## src/rtl/cond_branch_unit.sv

```systemverilog
// cond_branch_unit
// Evaluates a 3-bit branch condition against the adder flags (stored, or
// forwarded from the current transaction when it also sets flags), and
// queues resolved branches {taken, pc} in a 2-entry FIFO toward the
// downstream consumer.
// Optional feature: define BRANCH_STATS_EN to add a 16-bit wrapping count
// of taken branches pushed into the FIFO (output taken_cnt).
module cond_branch_unit #(
    parameter int DATA_W = 32
) (
    input  logic              clk,
    input  logic              rst_n,
    input  logic              in_valid,
    output logic              in_ready,
    input  logic [DATA_W-1:0] result,
    input  logic              CF,
    input  logic              OF,
    input  logic              ZF,
    input  logic              SF,
    input  logic              set_flags,
    input  logic              is_branch,
    input  logic [2:0]        cond,
    input  logic [DATA_W-1:0] target,
    input  logic [DATA_W-1:0] pc_seq,
    output logic              out_valid,
    input  logic              out_ready,
    output logic              out_taken,
    output logic [DATA_W-1:0] out_pc,
`ifdef BRANCH_STATS_EN
    output logic [15:0]       taken_cnt,
`endif
    output logic [3:0]        flags
);

    // Condition decode on flags packed as {CF, OF, ZF, SF}.
    function automatic logic cond_eval(input logic [2:0] c, input logic [3:0] f);
        logic cf, of, zf, sf;
        {cf, of, zf, sf} = f;
        case (c)
            3'b000:  cond_eval = zf;
            3'b001:  cond_eval = ~zf;
            3'b010:  cond_eval = sf ^ of;
            3'b011:  cond_eval = ~(sf ^ of);
            3'b100:  cond_eval = cf;
            3'b101:  cond_eval = ~cf;
            3'b110:  cond_eval = 1'b1;
            default: cond_eval = 1'b0;
        endcase
    endfunction

    // The adder result travels with the transaction but never steers a decision.
    logic result_unused;
    assign result_unused = ^result;

    logic [3:0]        flags_q;
    logic [3:0]        eff_flags_p0;
    logic              taken_p0;
    logic [DATA_W-1:0] pc_p0;
    logic              accept_p0;
    logic              push_p0;
    logic              pop_p0;

    logic [1:0]        count_q;
    logic              wr_ptr_q;
    logic              rd_ptr_q;
    logic              ent_taken_p1 [2];
    logic [DATA_W-1:0] ent_pc_p1    [2];
    logic              vld_p1;

    // ---- stage p0: decode the incoming transaction ----
    assign accept_p0    = in_valid & in_ready;
    assign eff_flags_p0 = set_flags ? {CF, OF, ZF, SF} : flags_q;
    assign taken_p0     = cond_eval(cond, eff_flags_p0);
    assign pc_p0        = taken_p0 ? target : pc_seq;
    assign push_p0      = accept_p0 & is_branch;
    assign pop_p0       = vld_p1 & out_ready;

    // ---- stage p1: FIFO head toward downstream ----
    assign vld_p1    = (count_q != 2'd0);
    assign in_ready  = (count_q != 2'd2);
    assign out_valid = vld_p1;
    // Head gated by valid so an empty FIFO always presents zeros,
    // which lets the entry storage itself stay unreset.
    assign out_taken = vld_p1 & ent_taken_p1[rd_ptr_q];
    assign out_pc    = vld_p1 ? ent_pc_p1[rd_ptr_q] : '0;
    assign flags     = flags_q;

    // Control state: flag register, FIFO pointers and occupancy.
    always_ff @(posedge clk or negedge rst_n) begin
        if (!rst_n) begin
            flags_q  <= 4'b0000;
            count_q  <= 2'd0;
            wr_ptr_q <= 1'b0;
            rd_ptr_q <= 1'b0;
        end else begin
            if (accept_p0 && set_flags)
                flags_q <= {CF, OF, ZF, SF};
            if (push_p0)
                wr_ptr_q <= ~wr_ptr_q;
            if (pop_p0)
                rd_ptr_q <= ~rd_ptr_q;
            case ({push_p0, pop_p0})
                2'b10:   count_q <= count_q + 2'd1;
                2'b01:   count_q <= count_q - 2'd1;
                default: count_q <= count_q;
            endcase
        end
    end

    // FIFO entry storage, written at the write pointer on each push.
    always_ff @(posedge clk) begin
        if (push_p0) begin
            ent_taken_p1[wr_ptr_q] <= taken_p0;
            ent_pc_p1[wr_ptr_q]    <= pc_p0;
        end
    end

`ifdef BRANCH_STATS_EN
    // Count taken branches entering the FIFO; wraps naturally at 16 bits.
    always_ff @(posedge clk or negedge rst_n) begin
        if (!rst_n)
            taken_cnt <= 16'h0000;
        else if (push_p0 && taken_p0)
            taken_cnt <= taken_cnt + 16'h0001;
    end
`endif

endmodule

```

## config.mk

```make
export PLATFORM = sky130hd
export DESIGN_NAME = cond_branch_unit
export DESIGN_NICKNAME = d
export VERILOG_FILES = /design/src/rtl/cond_branch_unit.sv
export SDC_FILE = /design/constraint.sdc
export NUM_CORES = 1
export LEC_CHECK = 0
export ABC_AREA = 0
export CAP_MARGIN = 20
export CORE_MARGIN = 2
export CORE_UTILIZATION = 45
export CTS_BUF_LIST = sky130_fd_sc_hd__clkbuf_4 sky130_fd_sc_hd__clkbuf_8
export DETAILED_ROUTE_END_ITERATION = 10
export PLACE_DENSITY = 0.8
export SLEW_MARGIN = 5
export SYNTH_ARGS = -nofsm -noshare
export SYNTH_HDL_FRONTEND = slang
export SYNTH_SLANG_ARGS = --single-unit
```

## constraint.sdc

```tcl
create_clock -name clk -period 2.5 [get_ports clk]
set_input_delay 0.5 -clock clk [delete_from_list [all_inputs] [get_ports clk]]
set_output_delay 0.5 -clock clk [all_outputs]
set_load 0.005 [all_outputs]
```

Word level (Yosys, flattened, before mapping)
Memories as Yosys holds them, arrays and structs flattened.
Index checks and enable logic that the tools add are counted.

storage, ports and cells
  flip-flop bits (word level) = 8
  RAM bits = 66
  bits of input ports = 109
  output and inout port bits = 39
  memories = 2

memory list
  memory        words  bits a word  rd ports  clocked after Yosys merged registers in  wr ports  line  text
  ent_pc_p1     2      32           1         0                                        1         67    logic [DATA_W-1:0] ent_pc_p1 [2];
  ent_taken_p1  2      1            1         0                                        1         66    logic ent_taken_p1 [2];

operators by class
  add/subtract/negate cells = 2
  equality and inequality tests = 9
  mux-type cells = 7
  bitwise gates (word level) = 10
  reductions and logical operators = 4

operator list
  cell                 count
  $mux 32              2
  $eq 3x3->1 const B   3
  $pmux 1 s7           1
  $eq 3x2->1 const B   2
  $not 1->1            5
  $and 1x1->1          4
  $mux 4               1
  $pmux 2 s2           1
  $reduce_bool 2->1    2
  $eq 3x1->1 const B   1
  $logic_not 3->1      1
  $add 2x1->2 const B  1
  $eq 2x1->1 const B   1
  $eq 2x2->1 const B   1
  $mux 1               2
  $ne 2x2->1 const B   1
  $sub 2x1->2 const B  1
  $logic_and 1x1->1    1
  $xor 1x1->1          1

Depth between registers and ports, before layout
Gate-level depths: netlist of the first run.

  word-level depth = 5
  gate-level depth with buffers = 7
  mapped depth without buffers = 7

Least setup slack after synthesis of the first run
Ideal clock, no wire load.

  path type = register -> register
  from = register count_q[0]
  to = memory ent_pc_p1[0][0] (enable)
  library setup time = 0.423 ns
  arrival = 2.137 ns
  slack = -0.060 ns
  cell stages (with the launch flop) = 4
  period minus slack after synthesis = 2.560 ns
  path through = dfrtp_1 nand2b_1 nand3_1 nor2_1

on the way
  cells in the longest elaborated chain, start to end = 5

RTL lines
  what                          line  text
  from (decl)                   63    logic [1:0] count_q;
  from (signal assigned)        103   2'b10: count_q <= count_q + 2'd1;
  from (signal assigned)        104   2'b01: count_q <= count_q - 2'd1;
  from (signal assigned)        105   default: count_q <= count_q;
  $ne 2x2->1                    80    assign in_ready = (count_q != 2'd2);
  named net in_ready            14    output logic in_ready,
  $and 1x1->1                   71    assign accept_p0 = in_valid & in_ready;
  $and 1x1->1                   75    assign push_p0 = accept_p0 & is_branch;
  $mux 1                        112   if (push_p0) begin
  $mux 1 (implied by the code)  114   ent_pc_p1[wr_ptr_q] <= pc_p0;
  to (decl)                     67

The timed path passes the listed nets, and every way through them passes these cells.

Final worst setup path of the first run
  from = register rd_ptr_q
  to = output out_pc[14]

on the way
  cells in the longest elaborated chain, start to end = 2

RTL lines
  what                    line  text
  from (decl)             65    logic rd_ptr_q;
  from (signal assigned)  101   rd_ptr_q <= ~rd_ptr_q;
  $mem_v2 2x32            -
  $mux 32                 85    assign out_pc = vld_p1 ? ent_pc_p1[rd_ptr_q] : '0;
  to (decl)               28    output logic [DATA_W-1:0] out_pc,

No other way between the ends.

==> results of run 1 <==
-- metrics by stage --
stage	instances	power (mW)
after detailed placement	736	4.43
after CTS	751	5.32
after global routing	751	5.59
after floorplan	511	3.16
after global placement	736	4.35
final	751	5.29
-- kinds of logic after synthesis --
family | synth area share, %
and+or+nand+nor | 21.3
muxes | 20.6
DFF | 43.0
AOI/OAI and AO/OA | 8.47
buffers and inverters | 5.10
xor gates and xnor gates | 1.38
adders and majority gates | 0.246
-- layer usage --
layer	vias up	GRT usage (%)
met1	2160	25.1
met2	181	39.2
li1	2097	-
met5	-	0
met3	22	2.82
met4	0	11.3
-- registers in the layout, summed over array words and instances, names as in the netlist --
name	flops
ent_pc_p1	64
flags	4
count_q	2
ent_taken_p1	2
rd_ptr_q	1
wr_ptr_q	1
-- worst max-delay path, delay by kind of cell (launching register included) --
kind	cells	cell delay, ps
buffers and inverters	2	850
DFF	1	370
and+or+nand+nor	1	150
muxes	1	120
-- repair_timing --
item                       CTS  global route
setup endpoints to repair   31             4
resized for setup            1             2
hold buffers                 0             0
-- how the worst max path moves through the flow --
stage	startpoint	end	slack (ps)	cells after the start
after floorplan	count_q[0]$_DFFE_PN0P_	ent_pc_p1[0][0]$_DFFE_PP_	-60	3
after global placement	set_flags	ent_taken_p1[1]$_DFFE_PP_	110	6
after detailed placement	set_flags	ent_pc_p1[1][0]$_DFFE_PP_	60	6
after CTS	rd_ptr_q$_DFFE_PN0P_	out_pc[15]	50	4
after global routing	rd_ptr_q$_DFFE_PN0P_	out_pc[15]	30	4
final	rd_ptr_q$_DFFE_PN0P_	out_pc[14]	150	4
-- placed cells by master (no fill, tap or decap), drive strengths merged --
master         synthesis  final
nand2                 64     64
nor2                  39     39
o22ai                 64     64
clkdlybuf4s50          0    113
nand3                  2      2
xor2                   3      3
edfxtp                66     66
nor2b                  1      1
or2                    2      2
nor3                  32     32
nor4b                 32     32
buf                   32     20
nand2b                33     33
a22o                   1      1
mux2                   6      6
o31ai                  1      1
bufinv                 0      1
clkbuf                16     11
dfrtp                  8      8
inv                    2      2
mux2i                 97     97
xnor2                  5      5
clkinv                 0      3
a22oi                  1      1
ha                     1      1
and2                   2      2
o21ai                  1      1
-- layout make-up --
type	count	area (µm²)	area share, %
inverter	2	7.51	0.114
multi-input combinational	387	2670	40.4
clock buffer	11	139	2.10
timing repair buffer	133	1390	21.0
clock inverter	4	43.8	0.663
sequential	74	2180	33.1
tap	140	175	2.65
-- power breakdown --
part / leakage (nW) / switching, mW / total [mW] / internal (mW)
clock network: 0.0974 / 0.415 / 0.887 / 0.472
registers: 0.691 / 0.102 / 1.76 / 1.66
logic: 1.69 / 1.28 / 2.65 / 1.36
total: 2.48 / 1.80 / 5.29 / 3.49
==> impl_metrics.json, run 1 <==
{
  "outcome": "finished clean",
  "antenna_left": 0,
  "post_synth_most_frequent_cells": "97 x sky130_fd_sc_hd__mux2i_1, 66 x sky130_fd_sc_hd__edfxtp_1, 64 x sky130_fd_sc_hd__nand2_1, 64 x sky130_fd_sc_hd__o22ai_1, 37 x sky130_fd_sc_hd__nor2_1",
  "reg2regPathDepth": 5,
  "antenna_cells": 0,
  "placed_standard_cell_area_mm2": 0.00641,
  "drt_first_pass_iters": 5,
  "initial_antenna_violation_count": 0,
  "synth.most_common_cell": "sky130_fd_sc_hd__mux2i_1",
  "grt_setup_unrepaired": "false",
  "critical_path.cell_chain": "buf_8, mux2i_1, nor2_1, clkdlybuf4s50_1",
  "avgViaCountPerCell": 5.94,
  "synthCells": 511,
  "pre_cts_slack_ps": 62.9,
  "fp.dieArea_mm2": 0.0122,
  "max_slew.worst_pin.slew_ps": 474,
  "chipWidth_um": 110,
  "post-route-cell-area_mm2": 0.00660,
  "maxClockFrequency_mhz": 426,
  "ctsHtreeMaxLevel": 3,
  "maximum_number_of_pins_on_one_net_before_global_route_repair": 131,
  "grt_overflow": 0,
  "worstHoldPathType": "input port to asynchronous set/reset pin",
  "clock_sinks": 74,
  "critical_path_arrival_ps": 1850,
  "max_slew_violation_count": 0,
  "finish.utilization_pct": 60.4,
  "die_y_um": 110,
  "layout_setup_ws_ps": 151,
  "cp_data_required_time_ps": 2000,
  "vias": 4460,
  "initial_utilization_pct": 46.5,
  "maxSlewHeadroom_pct": 68.4,
  "wirelength_per_cell_um": 17.2,
  "max-clock-path-buffers": 2,
  "crit-reg2reg-capture": "ent_pc_p1[0][0]$_DFFE_PP_",
  "reg2reg_from": "flags[0]$_DFFE_PN0P_",
  "dr_wl_met3_um": 707,
  "worst_path_largest_cell_delay_ps": 530,
  "timing.hold.ws_ps": 435,
  "crit_path_top_delay_cell": "sky130_fd_sc_hd__clkdlybuf4s50_1",
  "worstSetupEndpointType": "output pin",
  "timing.final.hold_violations": 0,
  "core-area_mm2": 0.0109,
  "num_rows": 38,
  "synth_enable_flop_cells": 66,
  "route.top_layer_used": "met4",
  "dpl.hpwl_um": 8470,
  "grt_first_pass_wirelength_um": 20200,
  "synth_nets": 621,
  "setup-violations-final": 0,
  "async_flop_share_pct": 10.8,
  "nNetsFinal": 717,
  "critical_path.startpoint_type": "register",
  "number_of_filler_cells_placed_in_the_layout": 908,
  "port_buffers": 115,
  "drt_first_iter_violations": 327,
  "yosys_warnings": 0,
  "detail_route.wirelength.met1_um": 5230,
  "wirelength_um": 13000,
  "cts_tree": "built",
  "cp_max_fo": 34,
  "dominantRegCellSynth": "sky130_fd_sc_hd__edfxtp_1",
  "clock_period_minus_final_worst_setup_slack_ps": 2350,
  "final.setup_skew_ps": 9.52,
  "register_to_register_path_setup_slack_ps": 690,
  "avg_synthesized_cell_area_um2": 9.94,
  "place_congestion": 0.762,
  "path_class": "register to output pin",
  "power.density_cell_area_mw_per_mm2": 801,
  "io_pins": 148,
  "netlist.area_leader.share_pct": 39.0,
  "grt_use_total_pct": 21.7,
  "cts_root_buffer": "sky130_fd_sc_hd__clkbuf_8",
  "synthTopCellsByArea": "sky130_fd_sc_hd__edfxtp_1 39%, sky130_fd_sc_hd__mux2i_1 19%, sky130_fd_sc_hd__o22ai_1 7.9%",
  "syn_to_final_growth_pct": 30.0,
  "post_cts.repair.setup_buffers": 0,
  "via_count_of_the_first_global_routing_pass": 4294,
  "tns_setup_ps": 0,
  "cts-buffers-inserted": 9,
  "seq_area_frac_synth_pct": 43.0,
  "p_leak_nw": 2.48,
  "synth.lib_cells_used.distinct": 28,
  "yosysTopAreaCell": "sky130_fd_sc_hd__edfxtp_1",
  "post-route-period-util_pct": 94.0,
  "post_route_cells_drive_above_1_share_pct": 7.86,
  "insertion_delay_of_the_later_clocked_pin_in_the_worst_skew_pair_ps": 340,
  "met2_wirelength_um": 6790,
  "post-route-drc-count": 0,
  "ys_ff_latch": 74,
  "clk_pin_slew_worst_paths_ps": 80,
  "maximum_ir_drop_on_the_vdd_rail_v": 0.000832,
  "post_synth_instance_area_mm2": 0.00508,
  "max-cap-violations": 0
}
Note: power is estimated with default switching activity, not from simulation.
==> inputs of run 2 (changes only) <==
--- a/config.mk
+++ b/config.mk
@@ -11,6 +11,7 @@
 export CORE_UTILIZATION = 45
 export CTS_BUF_LIST = sky130_fd_sc_hd__clkbuf_4 sky130_fd_sc_hd__clkbuf_8
 export DETAILED_ROUTE_END_ITERATION = 10
+export MAX_ROUTING_LAYER = met4
 export PLACE_DENSITY = 0.8
 export SLEW_MARGIN = 5
 export SYNTH_ARGS = -nofsm -noshare
==> constraint.sdc (replaced) <==
create_clock -name clk -period 2.5 [get_ports clk]
set_input_delay 0.375 -clock clk [delete_from_list [all_inputs] [get_ports clk]]
set_output_delay 0.375 -clock clk [all_outputs]
set_load 0.005 [all_outputs]
==> run 2 against run 1 <==
Effect of this change: critical path depth unchanged; clock skew rose by 1.2 ps; largest cell class unchanged; design area increased by 0.38%; non-clock buffer count grew 3; global-route usage increased by 1.3 points; power is 3.3% higher; hold slack got worse by 140 ps; cell count up 0.53%; critical path type unchanged; core utilization rose by 0.23 points; flip-flop and latch count did not move; sequential power increased by 5%.
==> impl_metrics.json, run 2 (synthesis results as in run 1) <==
{
  "finish.cell_count_without_fillers": 755,
  "num_rows": 38,
  "layout_setup_ws_ps": 98.0,
  "avgViaCountPerCell": 5.91,
  "vias": 4461,
  "pre_cts_slack_ps": 11.9,
  "worst_path_largest_cell_delay_ps": 680,
  "io_pins": 148,
  "antenna_cells": 0,
  "registers.top_by_ff_count": "ent_pc_p1",
  "post-route-drc-count": 0,
  "critical_path.startpoint_type": "register",
  "timing.final.hold_violations": 0,
  "top_library_cells_by_usage_in_the_layout_fill_and_taps_aside": "113 x sky130_fd_sc_hd__clkdlybuf4s50_1, 97 x sky130_fd_sc_hd__mux2i_1, 66 x sky130_fd_sc_hd__edfxtp_1",
  "nNetsFinal": 720,
  "drt_first_iter_violations": 268,
  "wirelength_per_cell_um": 18.0,
  "maxSlewHeadroom_pct": 50.6,
  "register_to_register_path_setup_slack_ps": 370,
  "max_slew.worst_pin.slew_ps": 741,
  "outcome": "finished clean",
  "fp.dieArea_mm2": 0.0122,
  "critical_path_arrival_ps": 2030,
  "wirelength_um": 13600,
  "path_class": "register to output pin",
  "crit-reg2reg-capture": "ent_pc_p1[1][19]$_DFFE_PP_",
  "max-clock-path-buffers": 2,
  "max_slew_violation_count": 0,
  "placed_standard_cell_area_mm2": 0.00639,
  "setup-violations-final": 0,
  "grt_use_total_pct": 23.0,
  "maxClockFrequency_mhz": 416,
  "number_of_filler_cells_placed_in_the_layout": 923,
  "antenna_left": 0,
  "dpl.hpwl_um": 8990,
  "insertion_delay_of_the_later_clocked_pin_in_the_worst_skew_pair_ps": 350,
  "cts_root_buffer": "sky130_fd_sc_hd__clkbuf_8",
  "grt_setup_unrepaired": "false",
  "syn_to_final_growth_pct": 30.5,
  "clock_period_minus_final_worst_setup_slack_ps": 2400,
  "reg2reg_from": "flags[0]$_DFFE_PN0P_",
  "multiInputGateArea_mm2": 0.00267,
  "grt_first_pass_wirelength_um": 20900,
  "cts_tree": "built",
  "design_power_total_mw": 5.47,
  "post_route_cells_drive_above_1_share_pct": 8.62,
  "finish.utilization_pct": 60.6,
  "p_leak_nw": 2.50,
  "cts-buffers-inserted": 9,
  "chipWidth_um": 110,
  "clock_sinks": 74,
  "port_buffers": 115,
  "drt_first_pass_iters": 5,
  "via_count_of_the_first_global_routing_pass": 4612,
  "core-area_mm2": 0.0109,
  "placed_cells_incl_taps": 738,
  "worstSetupEndpointType": "output pin",
  "grt_overflow": 0,
  "number_of_flip_flops_under_the_largest_register_name": 64,
  "place_congestion": 0.793,
  "final.setup_skew_ps": 10.7,
  "maximum_ir_drop_on_the_vdd_rail_v": 0.000948,
  "critical_path.cell_chain": "buf_12, mux2i_1, nor2_1, clkdlybuf4s50_1",
  "post-route-period-util_pct": 96.1,
  "reg2regPathDepth": 4,
  "max-cap-violations": 0,
  "crit_path_top_delay_cell": "sky130_fd_sc_hd__dfrtp_4",
  "ctsHtreeMaxLevel": 3,
  "regArea_mm2": 0.00219,
  "power.density_cell_area_mw_per_mm2": 825,
  "initial_utilization_pct": 46.5,
  "maximum_number_of_pins_on_one_net_before_global_route_repair": 63,
  "post-route-cell-area_mm2": 0.00663,
  "die_y_um": 110,
  "cp_max_fo": 18,
  "cp_data_required_time_ps": 2120,
  "final_common_cell": "sky130_fd_sc_hd__clkdlybuf4s50_1",
  "worstHoldPathType": "input port to asynchronous set/reset pin",
  "initial_antenna_violation_count": 0,
  "clk_pin_slew_worst_paths_ps": 80
}
==> run 2: changes by cell type in the layout (fill, tap and decap cells not counted), moves of 2 or more <==
| cell | previous run | this run |
|---|---|---|
| sky130_fd_sc_hd__buf_12 | 8 | 6 |
| sky130_fd_sc_hd__buf_4 | 11 | 17 |
| sky130_fd_sc_hd__clkbuf_4 | 2 | 0 |
| sky130_fd_sc_hd__inv_4 | 0 | 2 |
==> run 2: power by group <==
part | switching, mW | leakage, nW | total [mW] | internal (mW)
Combinational | 1.23 | 1.69 | 2.59 | 1.36
Sequential | 0.190 | 0.691 | 1.85 | 1.66
Clock | 0.466 | 0.114 | 1.03 | 0.561
Total | 1.89 | 2.50 | 5.47 | 3.58
==> run 2: worst max-delay path: cells and delay by family (launching register included) <==
kind                   cells  cell delay, ps
buffers and inverters      2             680
flip-flops                 1             680
multiplexers               1             240
AND/OR/NAND/NOR            1              60
==> run 2: timing repair <==
| item | CTS | global route |
|---|---|---|
| hold buffers | 0 | 0 |
| setup endpoints to repair | 33 | 10 |
| gates resized for setup | 1 | 0 |
| buffers inserted | 0 | 1 |
==> run 2: area by class of cell <==
cell class | instances | area share (%)
clock buffers | 9 | 1.87
repair buffers | 136 | 20.8
well taps | 140 | 2.64
clock inverters | 7 | 1.38
inverters | 2 | 0.113
multi-input cells | 387 | 40.2
flip-flops and latches | 74 | 33.0
==> run 2: layer usage <==
| metal | routed length, µm | vias up | track usage, % |
|---|---|---|---|
| met5 | 0 | - | - |
| met4 | 274 | 0 | 11.4 |
| met3 | 921 | 31 | 3.41 |
| met2 | 7130 | 217 | 41.3 |
| met1 | 5230 | 2108 | 24.7 |
| li1 | - | 2105 | - |
==> run 2: through the flow <==
stage | hold slack, ps | setup TNS [ps]
3_3_place_gp | 519 | 0
2_1_floorplan | 79.4 | -3970
6_report | 294 | 0
5_1_grt | 327 | 0
3_5_place_dp | 542 | 0
4_1_cts | 305 | 0
==> run 2: how the worst max path moves through the flow <==
stage / start / end / cells after the start / slack (ps)
floorplan: count_q[0]$_DFFE_PN0P_ / ent_pc_p1[0][0]$_DFFE_PP_ / 3 / -60
global placement: set_flags / ent_pc_p1[0][19]$_DFFE_PP_ / 5 / 40
detailed placement: set_flags / ent_pc_p1[0][13]$_DFFE_PP_ / 5 / 10
CTS: rd_ptr_q$_DFFE_PN0P_ / out_pc[15] / 3 / 20
global route: rd_ptr_q$_DFFE_PN0P_ / out_pc[1] / 4 / 10
finish: rd_ptr_q$_DFFE_PN0P_ / out_pc[27] / 4 / 100
==> RTL edit (flow settings as in run 1) <==
`DATA_W`: 32 -> 48.
--- a/src/rtl/cond_branch_unit.sv
+++ b/src/rtl/cond_branch_unit.sv
@@ -7,5 +7,5 @@
 // of taken branches pushed into the FIFO (output taken_cnt).
 module cond_branch_unit #(
-    parameter int DATA_W = 32
+    parameter int DATA_W = 48
 ) (
     input  logic              clk,
Interface: changed (resized out_pc, pc_seq, result and target); port bits go from 148 to 212. No check against the original RTL was run, so the function may have changed too.
==> RTL edit against run 1 <==
Clock power up 11%. Highest routed layer unchanged. Synthesized area up 44%. Hold slack worse by 0.020 ns. First-iteration DRC count up 100%. Cell count up 46%. Sequential cell count up 32. Combinational power up 48%. Cell area up 45%. Power up 40%. Worst setup slack worse by 0.10 ns. Wire length up 55%.
==> RTL edit: results (changes against run 1) <==
Global routing
  • First-pass GRT wire length: 32300 um (+60%)
  • Met3 usage: 2.97% (+0.15 points)
  • Largest net degree at the start of global routing: 78 (-40%)
  • Met1 GRT Util: 30.2% (+5.1 points)
  • Vias in the first global route: 6362 (+48%)
  • All-Layer GR Usage: 23.1% (+1.4 points)
  • GR Util met2: 39.5% (+0.33 points)

Critical path
  • Crit path capture: out_pc[46]
  • Worst-case reg-to-reg path depth: 7 (+2)
  • CP arrival: 1.95 ns (+0.10 ns)
  • Reg-to-reg setup timing slack: 0.54 ns (-0.15 ns)
  • Crit-path slowest cell: dfrtp_4
  • Worst R2R Start: count_q[0]$_DFFE_PN0P_
  • Crit-path max cell delay: 0.55 ns (+0.02 ns)
  • CP max FO: 6 (-82%)

Placed design
  • Pre-CTS WS: -0.0724 ns (-0.135 ns)
  • Global placement routability congestion: 0.759 (-0.45%)
  • Post-detail-place hpwl: 13300 um (+57%)
  • Area of placed instances: 0.00936 mm^2 (+46%)

Outcome
  • Status: complete, no violations

Pwr
  • Max IR drop VDD: 0.000382 V (-54%)
  • Pleak: 3.57 nW (+44%)
  • P_int: 4.73 mW (+35%)

Routing
  • Routed wl met2: 9760 um (+44%)
  • Post-detailed-route via-to-cell ratio: 5.90 (-0.58%)
  • 1st-pass router iterations: 8 (+3)
  • WL met3: 1580 um (+120%)
  • Wl on met1: 8360 um (+60%)

Layout
  • Final clock-cell share: 1.82% (-0.95 points)
  • Fraction of area in registers: 32.9% (-0.15 points)
  • Nets: 1037 (+45%)
  • Fill cells: 1381 (+52%)
  • Max reg flops: 96 (+50%)
  • Non-clock buffer count in the final layout: 197 (+48%)
  • Area growth syn-to-layout: 31.0%
  • Multi-input combinational area share: 40.3% (-0.085 points)
  • Share of post-route cells with drive strength above 1: 7.69% (-0.16 points)
  • Signal buffers share of area: 22.1% (+1.0 points)
  • Multi-input gates: 563 (+45%)

STA
  • Period utilization: 98.0% (+4.1 points)
  • Layout Skew: 0.0101 ns (+0.000534 ns)
  • Worst-margin pin slew: 0.736 ns (+0.262 ns)

Yosys
  • Syn Nets: 902 (+45%)
  • Sequential fraction of the synthesis area: 43.1% (+0.10 points)
  • Post-synth EDFFs: 98 (+48%)
  • Cell Area, Synth: 0.00730 mm^2 (+44%)
  • Xor and xnor area share after synthesis: 0.960% (-0.42 points)
  • Number of distinct library cells after synthesis: 29 (+3.6%)
  • Most area-consuming cells after synthesis: edfxtp_1 40%, mux2i_1 20%, o22ai_1 8.2%
  • Synth cell count leaders: 145 x mux2i_1, 98 x edfxtp_1, 96 x nand2_1, 96 x o22ai_1, 53 x nor2_1
  • Post-synthesis mux area share: 20.8% (+0.22 points)
  • Post-synthesis adder-cell area fraction: 0.171% (-0.075 points)
  • Post-synth ARST share: 7.55% (-3.3 points)
  • Compound-Gate Fraction of Synth Area: 8.62% (+0.15 points)

CTS
  • Clock insertion delay at the later pin of the skew report: 0.37 ns (+0.03 ns)
  • CTS Buf Count: 9 (unchanged)
  • # Post-CTS Setup Buffers: 3 (+3)
  • Clk slew on worst S/H paths: 0.11 ns (+0.03 ns)
RTL edit: cell count changes in the layout (fill, tap and decap cells not counted), moves of 16 or more:
cell	run 1	this run
edfxtp_1	66	98
mux2i_1	97	145
nor4b_1	32	48
o22ai_1	64	96
nor3_1	32	48
nand2b_1	33	49
nand2_1	64	96
clkdlybuf4s50_1	113	160
RTL edit: metrics by stage:
step | cells | hold slack (ns) | util, %
after floorplan | 744 | 0.204 | -
after global placement | 1081 | 0.505 | 58.9
after detailed placement | 1081 | 0.516 | 58.9
after CTS | 1100 | 0.412 | 60.2
after global routing | 1100 | 0.411 | 60.2
final | 1100 | 0.415 | 60.2
RTL edit: power by group through the flow:
stage	Clock [mW]	Combinational, mW	Sequential, mW
final	0.983	3.92	2.50
after global routing	1.06	4.20	2.54
after CTS	0.999	3.94	2.51
after detailed placement	0	3.81	2.61
after global placement	0	3.74	2.59
after floorplan	0	1.96	2.50
